## src/rtl/reg_instr_frame_decoder_pkg.sv

```systemverilog
// Shared definitions for the SPI instruction-frame path: opcode bytes,
// decoder FSM encoding and the framing-error cause codes.
package reg_instr_frame_decoder_pkg;

    localparam logic [7:0] OP_READ  = 8'h52;
    localparam logic [7:0] OP_WRITE = 8'h57;

    // Frame layout: opcode, addr, data_hi, data_lo, checksum
    localparam int FRAME_BYTES = 5;

    typedef enum logic [2:0] {
        ST_IDLE    = 3'd0,
        ST_ADDR    = 3'd1,
        ST_DATA_HI = 3'd2,
        ST_DATA_LO = 3'd3,
        ST_CHECK   = 3'd4
    } state_t;

    typedef enum logic [1:0] {
        ERR_ABORT   = 2'd0,
        ERR_OPCODE  = 2'd1,
        ERR_CSUM    = 2'd2,
        ERR_TIMEOUT = 2'd3
    } err_code_t;

endpackage

```

## src/rtl/reg_instr_frame_decoder_frame_timeout_counter.sv

```systemverilog
// Inter-byte gap counter. Counts enabled cycles since the last clear and
// flags expiry on the last allowed cycle so the FSM can abort the frame.
module reg_instr_frame_decoder_frame_timeout_counter #(
    parameter int TIMEOUT_CYCLES = 1024
) (
    input  logic sysClk,
    input  logic rst,
    input  logic i_clear,
    input  logic i_enable,
    output logic o_expired
);

    localparam int W = (TIMEOUT_CYCLES > 2) ? $clog2(TIMEOUT_CYCLES) : 1;

    logic [W-1:0] r_count;

    // Clear has priority; the count never runs past the limit because
    // expiry forces the decoder back to IDLE, which clears the counter.
    always_ff @(posedge sysClk or posedge rst) begin
        if (rst) begin
            r_count <= '0;
        end else if (i_clear) begin
            r_count <= '0;
        end else if (i_enable) begin
            r_count <= r_count + W'(1);
        end
    end

    assign o_expired = (r_count == W'(TIMEOUT_CYCLES - 1));

endmodule

```

## src/rtl/reg_instr_frame_decoder.sv

```systemverilog
// Decodes 5-byte instruction frames (opcode, addr, data_hi, data_lo,
// checksum) from the SPI slave byte stream into register-table requests.
module reg_instr_frame_decoder
    import reg_instr_frame_decoder_pkg::*;
#(
    parameter int         TIMEOUT_CYCLES = 1024,
    parameter logic [7:0] P_OP_READ      = OP_READ,
    parameter logic [7:0] P_OP_WRITE     = OP_WRITE
) (
    input  logic        sysClk,
    input  logic        rst,
    input  logic [7:0]  byte_in,
    input  logic        byte_valid,
    input  logic        frame_abort,
    output logic [7:0]  reg_addr,
    output logic [15:0] reg_data,
    output logic        instr_valid_reg_stuff,
    output logic        reg_write_valid,
    output logic        frame_error,
    output logic [1:0]  error_code,
    output logic        busy
);

    state_t      r_state,   w_state_next;
    logic [7:0]  r_opcode,  w_opcode_next;
    logic [7:0]  r_addr_sh, w_addr_sh_next;
    logic [7:0]  r_hi_sh,   w_hi_sh_next;
    logic [7:0]  r_lo_sh,   w_lo_sh_next;
    logic [7:0]  r_csum,    w_csum_next;
    logic [7:0]  r_reg_addr, w_reg_addr_next;
    logic [15:0] r_reg_data, w_reg_data_next;
    logic        r_rd_valid, w_rd_valid_next;
    logic        r_wr_valid, w_wr_valid_next;
    logic        r_ferr,     w_ferr_next;
    err_code_t   r_err_code, w_err_code_next;

    logic w_idle;
    logic w_expired;

    assign w_idle = (r_state == ST_IDLE);

    reg_instr_frame_decoder_frame_timeout_counter #(
        .TIMEOUT_CYCLES (TIMEOUT_CYCLES)
    ) u_timeout (
        .sysClk    (sysClk),
        .rst       (rst),
        .i_clear   (byte_valid | frame_abort | w_expired | w_idle),
        .i_enable  (!w_idle),
        .o_expired (w_expired)
    );

    // State and datapath registers; pulses are registered so they line up
    // with the updated reg_addr/reg_data one cycle after the deciding byte.
    always_ff @(posedge sysClk or posedge rst) begin
        if (rst) begin
            r_state    <= ST_IDLE;
            r_opcode   <= '0;
            r_addr_sh  <= '0;
            r_hi_sh    <= '0;
            r_lo_sh    <= '0;
            r_csum     <= '0;
            r_reg_addr <= '0;
            r_reg_data <= '0;
            r_rd_valid <= 1'b0;
            r_wr_valid <= 1'b0;
            r_ferr     <= 1'b0;
            r_err_code <= ERR_ABORT;
        end else begin
            r_state    <= w_state_next;
            r_opcode   <= w_opcode_next;
            r_addr_sh  <= w_addr_sh_next;
            r_hi_sh    <= w_hi_sh_next;
            r_lo_sh    <= w_lo_sh_next;
            r_csum     <= w_csum_next;
            r_reg_addr <= w_reg_addr_next;
            r_reg_data <= w_reg_data_next;
            r_rd_valid <= w_rd_valid_next;
            r_wr_valid <= w_wr_valid_next;
            r_ferr     <= w_ferr_next;
            r_err_code <= w_err_code_next;
        end
    end

    // Next-state logic: abort beats a byte, a byte beats timeout expiry.
    always_comb begin
        w_state_next    = r_state;
        w_opcode_next   = r_opcode;
        w_addr_sh_next  = r_addr_sh;
        w_hi_sh_next    = r_hi_sh;
        w_lo_sh_next    = r_lo_sh;
        w_csum_next     = r_csum;
        w_reg_addr_next = r_reg_addr;
        w_reg_data_next = r_reg_data;
        w_rd_valid_next = 1'b0;
        w_wr_valid_next = 1'b0;
        w_ferr_next     = 1'b0;
        w_err_code_next = r_err_code;

        if (w_idle) begin
            // Abort in IDLE is harmless; a byte arriving with it is dropped.
            if (byte_valid && !frame_abort) begin
                if (byte_in == P_OP_READ || byte_in == P_OP_WRITE) begin
                    w_opcode_next = byte_in;
                    w_csum_next   = byte_in;
                    w_state_next  = ST_ADDR;
                end else begin
                    w_ferr_next     = 1'b1;
                    w_err_code_next = ERR_OPCODE;
                end
            end
        end else if (frame_abort) begin
            w_ferr_next     = 1'b1;
            w_err_code_next = ERR_ABORT;
            w_state_next    = ST_IDLE;
        end else if (byte_valid) begin
            case (r_state)
                ST_ADDR: begin
                    w_addr_sh_next = byte_in;
                    w_csum_next    = r_csum ^ byte_in;
                    w_state_next   = ST_DATA_HI;
                end
                ST_DATA_HI: begin
                    w_hi_sh_next = byte_in;
                    w_csum_next  = r_csum ^ byte_in;
                    w_state_next = ST_DATA_LO;
                end
                ST_DATA_LO: begin
                    w_lo_sh_next = byte_in;
                    w_csum_next  = r_csum ^ byte_in;
                    w_state_next = ST_CHECK;
                end
                ST_CHECK: begin
                    if (byte_in == r_csum) begin
                        w_reg_addr_next = r_addr_sh;
                        w_reg_data_next = {r_hi_sh, r_lo_sh};
                        w_rd_valid_next = (r_opcode == P_OP_READ);
                        w_wr_valid_next = (r_opcode != P_OP_READ);
                    end else begin
                        w_ferr_next     = 1'b1;
                        w_err_code_next = ERR_CSUM;
                    end
                    w_state_next = ST_IDLE;
                end
                default: w_state_next = ST_IDLE;
            endcase
        end else if (w_expired) begin
            w_ferr_next     = 1'b1;
            w_err_code_next = ERR_TIMEOUT;
            w_state_next    = ST_IDLE;
        end

        // Accumulator is only meaningful inside a frame
        if (w_state_next == ST_IDLE) begin
            w_csum_next = '0;
        end
    end

    assign reg_addr              = r_reg_addr;
    assign reg_data              = r_reg_data;
    assign instr_valid_reg_stuff = r_rd_valid;
    assign reg_write_valid       = r_wr_valid;
    assign frame_error           = r_ferr;
    assign error_code            = r_err_code;
    assign busy                  = !w_idle;

endmodule

```

## config.mk

```make
export PLATFORM = sky130hd
export DESIGN_NAME = reg_instr_frame_decoder
export DESIGN_NICKNAME = d
export VERILOG_FILES = /design/src/rtl/reg_instr_frame_decoder_pkg.sv /design/src/rtl/reg_instr_frame_decoder_frame_timeout_counter.sv /design/src/rtl/reg_instr_frame_decoder.sv
export SDC_FILE = /design/constraint.sdc
export NUM_CORES = 1
export LEC_CHECK = 0
export ABC_AREA = 1
export CORE_ASPECT_RATIO = 0.6
export CORE_MARGIN = 5
export CORE_UTILIZATION = 60
export CTS_CLUSTER_DIAMETER = 40
export CTS_CLUSTER_SIZE = 28
export DETAILED_ROUTE_END_ITERATION = 6
export HOLD_SLACK_MARGIN = 0.12
export PLACE_DENSITY = 0.86
export SLEW_MARGIN = 40
export SYNTH_ARGS = -nofsm -noshare
export SYNTH_HDL_FRONTEND = slang
export SYNTH_SLANG_ARGS = --single-unit
```

## constraint.sdc

```tcl
create_clock -name sysClk -period 5.7 [get_ports sysClk]
set_clock_uncertainty 0.15 [all_clocks]
set_input_delay 0.57 -clock sysClk [delete_from_list [all_inputs] [get_ports sysClk]]
set_output_delay 0.57 -clock sysClk [all_outputs]
set_load 0.01 [all_outputs]
```

[After elaboration in Yosys (flattened, before gate mapping)]
Cells that the tools add are included.
W data, S select, Z words.
Storage, ports and cells
  register bits: 82
  input bits: 12
  output and inout bits: 30
  word-level logic and storage cells: 97
Cells by class
  add/subtract/negate cells: 1
  equal/unequal tests: 18
  multiplexer cells: 42
  bitwise gates (word level): 6
  reductions and logical operators: 17
Operators by type and width (number)
  $mux W8: 7
  $eq A8 B7 Y1 const B: 3
  $mux W10: 2
  $mux W1: 18
  $mux W3: 6
  $mux W2: 8
  $reduce_and A5 Y1: 3
  $reduce_and A4 Y1: 3
  $add A10 B1 Y10 const B: 1
  $eq A10 B10 Y1 const B: 1
  $ne A3 B1 Y1 const B: 3
  $pmux W3 S3: 1
  $eq A8 B8 Y1: 1
  $ne A8 B7 Y1 const B: 1
  $xor A8 B8 Y8: 1
  $eq A3 B2 Y1 const B: 2
  $logic_not A3 Y1: 2
  $reduce_bool A3 Y1: 2
  $ne A2 B1 Y1 const B: 2
  $ne A4 B1 Y1 const B: 1
  $ne A4 B4 Y1 const B: 1
  $reduce_bool A4 Y1: 1
  $eq A3 B1 Y1 const B: 1
  $eq A3 B3 Y1 const B: 1
  8 further kinds: 12

[Longest topological paths before layout]
  word-level depth: 8
  gate-level depth with buffers: 10
  depth with buffers taken out: 10

[By module]
A second synthesis with hierarchy kept.
Second synthesis, totals
  cells, all modules: 510
  area total of the unflattened synthesis: 4026.4 um2
By module, submodules not included
  reg_instr_frame_decoder: times used 1, cells an instance 436, area each 3447.1 um2, sequential area each 1801.7 um2
  reg_instr_frame_decoder_frame_timeout_counter: times used 1, cells an instance 74, area each 579.3 um2, sequential area each 250.2 um2

[Worst setup path after synthesis]
No wires, ideal clock.
  path kind: input to register
  start: input byte_in[3]
  end: register r_reg_data[0], in the netlist reg_data[0]
  setup time: 0.118 ns
  arrival time: 1.434 ns
  required time: 5.432 ns
  slack: 3.998 ns
  stages on the path: 9
  path buffers: 1
  cells stage by stage: inv_2 nand2_1 nand2_1 nand2_1 nor2_1 nand4_4 buf_6 nand2_1 o21ai_2
On the way
  word-level cells in the longest chain between the ends: 2
Ends and longest elaborated chain
  from (decl): RTL line reg_instr_frame_decoder.sv:12  | input logic [7:0] byte_in,
  $eq A8 B8 Y1: RTL line reg_instr_frame_decoder.sv:133  | if (byte_in == r_csum) begin
  $reduce_and A5 Y1 (no source line)
  to (signal assigned): RTL line reg_instr_frame_decoder.sv:76  | r_reg_data <= w_reg_data_next;
  to (decl): RTL line reg_instr_frame_decoder.sv:31  | logic [15:0] r_reg_data, w_reg_data_next;
No other way between the ends.
A chain may end at the register's enable or synchronous reset.

[Worst setup path after layout]
  start: register r_state[1]
  end: output busy
On the way
  word-level cells in the longest chain between the ends: 2
Ends and longest elaborated chain
  from (decl): RTL line reg_instr_frame_decoder.sv:24  | state_t r_state, w_state_next;
  from (signal assigned): RTL line reg_instr_frame_decoder.sv:69  | r_state <= w_state_next;
  $logic_not A3 Y1: RTL line reg_instr_frame_decoder.sv:40  | assign w_idle = (r_state == ST_IDLE);
  $logic_not A1 Y1: RTL line reg_instr_frame_decoder.sv:164  | assign busy = !w_idle;
  to (decl): RTL line reg_instr_frame_decoder.sv:21  | output logic busy
No other way between the ends.

==> run metrics <==
Max Root-Sink Buffers 2; Clock transition at path regs 0.08 ns; top_reg_cell synth dfrtp_1; I/O Buffers 41; register area share after synthesis 54.9%; number of synthesized flops with an enable pin 0; clock sinks 82; Via Count 2789; Mapped Avg Cell Area 8.90 sq um; final WL 7.15 mm; PwrDens 268 mW/mm^2; Final Critical Period 2.80 ns; DRC viols 0; commonest cells in the netlist nand2_1 (127), dfrtp_1 (82), inv_1 (55), o21ai_0 (31), nor2_1 (25); Final WS setup 2.90 ns; Initial Utilization 61.4%; first-pass GRT wire length 12.6 mm; CP startpoint kind flop; Final Hold Viols 0; Post-synth ARST share 100%; hpwl dp 5.13 mm; setup violators final 0; worst path required time 4.98 ns; Layout area overhead 18.0%; Synth Area in Simple Gates 21.5%; outcome finished clean; TritonRoute pass-1 iters 4; H-tree depth 3; Avg WL per Cell 13.0 microns; leakage 0.00205 uW; GRT overflow 0; synthesis-stage register bit count 82; post-CTS setup buffer count 0; Max Cap Viol 0; root buffer cell clkbuf_8; actual slew at the worst max-slew pin 0.764 ns; post-synth top area share 54.9%; Final Cycle Share 49.1%; initial antenna violation count 0; Critical Path End Type output port; Ports 42; Final Net Count 475; die width 112 microns; cell with the most instances after synthesis nand2_1; die area 0.00796 sq mm; XOR/XNOR share of the synthesized area 0.469%; Synth Area in Adders 0.335%; core region area 0.00608 sq mm; Yosys top cell by area dfrtp_1; Synth area leaders dfrtp_1 (55%), nand2_1 (13%), inv_1 (5.5%), o21ai_2 (5.2%), o21ai_0 (4.2%); largest net degree at the start of global routing 67; share of cells above drive strength 1 14.2%; vias in the first global route 2743; final instance area 0.00441 sq mm; Mapped Area 0.00374 sq mm; Worst slew margin 49.0%; post-synthesis cell type count 30; Worst-Skew Late Latency 0.35 ns; largest family of logic cells by synthesized area simple AND/OR/NAND/NOR gates; Core Rows 22; TritonCTS clock tree done; CP Class flop to output port; Syn Inst Count 420; die span in y 71.1 microns; synthesized netlist net count 433; GPL Wtd Cong 0.796; area fraction in compound gates after synthesis 12.9%; Total Neg Setup Slack 0 ns; Post-DP Area 0.00414 sq mm; Finished Core Util 72.5%; Max Fclk 357 MHz; Resized cells post-CTS 0; Synth Warn # 0; VDD IR max 194 uV; vias per inst 5.07; HP Class flop to flop; Starting DRT DRC Count 191; hold buffer count at cts 0; CTS Buf Count 9; critical path fanouts, max 22; ANT cells 0; Slew Limit Fails 0; Arrival @ worst endpoint 2.08 ns; Post-Place Setup Slack 2.67 ns; Routed Antenna Nets 0; gr usage total 19.6%; post-synthesis mux area share 0%; RSZ-0062 raised after global routing no
## area by class of cell
cell class / count / area (sq um)
flip-flops and latches: 82 / 2050
well taps: 84 / 105
fillers: 443 / 1680
repair buffers: 42 / 422
clock inverters: 6 / 139
clock buffers: 9 / 124
inverters: 67 / 251
multi-input cells: 260 / 1320
## stage by stage
stage	hold slack, ns	std cells	power (uW)
2_1_floorplan	0.273	420	631
3_3_place_gp	0.285	535	652
3_5_place_dp	0.289	535	654
4_1_cts	0.309	550	1190
5_1_grt	0.333	550	1230
6_report	0.310	550	1180
## final timing paths
kind                                                  startpoint                          endpoint  slack (ns)  cells after the start
max in group asynchronous                                    rst         error_code[0]$_DFFE_PP0P_        4.17                      3
worst min register to register  u_timeout.r_count[0]$_DFFE_PP0P_  u_timeout.r_count[0]$_DFFE_PP0P_        0.31                      1
worst max-delay path                        r_state[1]$_DFF_PP0_                              busy        2.90                      5
worst max register to register              r_state[1]$_DFF_PP0_           reg_data[6]$_DFFE_PP0P_        3.46                      7
min in group asynchronous                                    rst   instr_valid_reg_stuff$_DFF_PP0_        0.34                      2
worst min-delay path            u_timeout.r_count[0]$_DFFE_PP0P_  u_timeout.r_count[0]$_DFFE_PP0P_        0.31                      1
## routing by layer
metal  track usage [%]  vias up  share of wire (%)
met5                 0        -                  0
met4              6.75        0                1.4
met3              6.15       15                7.1
met2              30.5       79                 45
met1              26.3     1306                 46
li1                  -     1389                  -
## worst max-delay path: stages (launching register included)
cell and delay, ns:
dfrtp_1 0.46, nor2_4 0.18, inv_2 0.09, nor2_4 0.41, inv_2 0.09, clkdlybuf4s50_1 0.50
## cell usage in the layout (no fill, tap or decap)
cell and n:
inv_1 54, a21oi_1 6, bufinv_16 4, inv_2 13, o21ai_2 22, clkdlybuf4s50_1 41
or2_2 2, nor2_2 2, nor3_1 3, o21ai_1 12, dfrtp_1 82, o211ai_1 1
buf_6 1, nand3_4 1, clkbuf_8 9, nand2_1 127, nand3_1 12, nand2_2 1
inv_8 1, nor2_1 25, xnor2_1 1, o21ai_0 31, a2bb2oi_1 1, a21oi_2 1
nand4_4 2, o31ai_1 1, xor2_1 1, nand4_1 1, a21boi_2 1, nor2_4 3
ha_1 1, nor3_4 1, clkinvlp_4 1, nor3_2 1
## report_power, final
part           total, uW  internal, uW  switching (uW)
Combinational       53.1          17.8            35.3
Sequential           589           587            2.49
Clock                541           336             205
Total               1180           940             243
## sequential cells by signal, summed over array words and instances, names as in the netlist, 2 cells and up
name	count
reg_data	16
u_timeout.r_count	10
r_addr_sh	8
r_csum	8
r_hi_sh	8
r_lo_sh	8
r_opcode	8
reg_addr	8
r_state	3
error_code	2
## logic make-up after synthesis
family | count (synthesis)
and+or+nand+nor | 181
buffers and inverters | 78
AOI/OAI and AO/OA | 76
xor gates and xnor gates | 2
DFF | 82
adders and majority gates | 1
(Power assumes the default switching activity.)
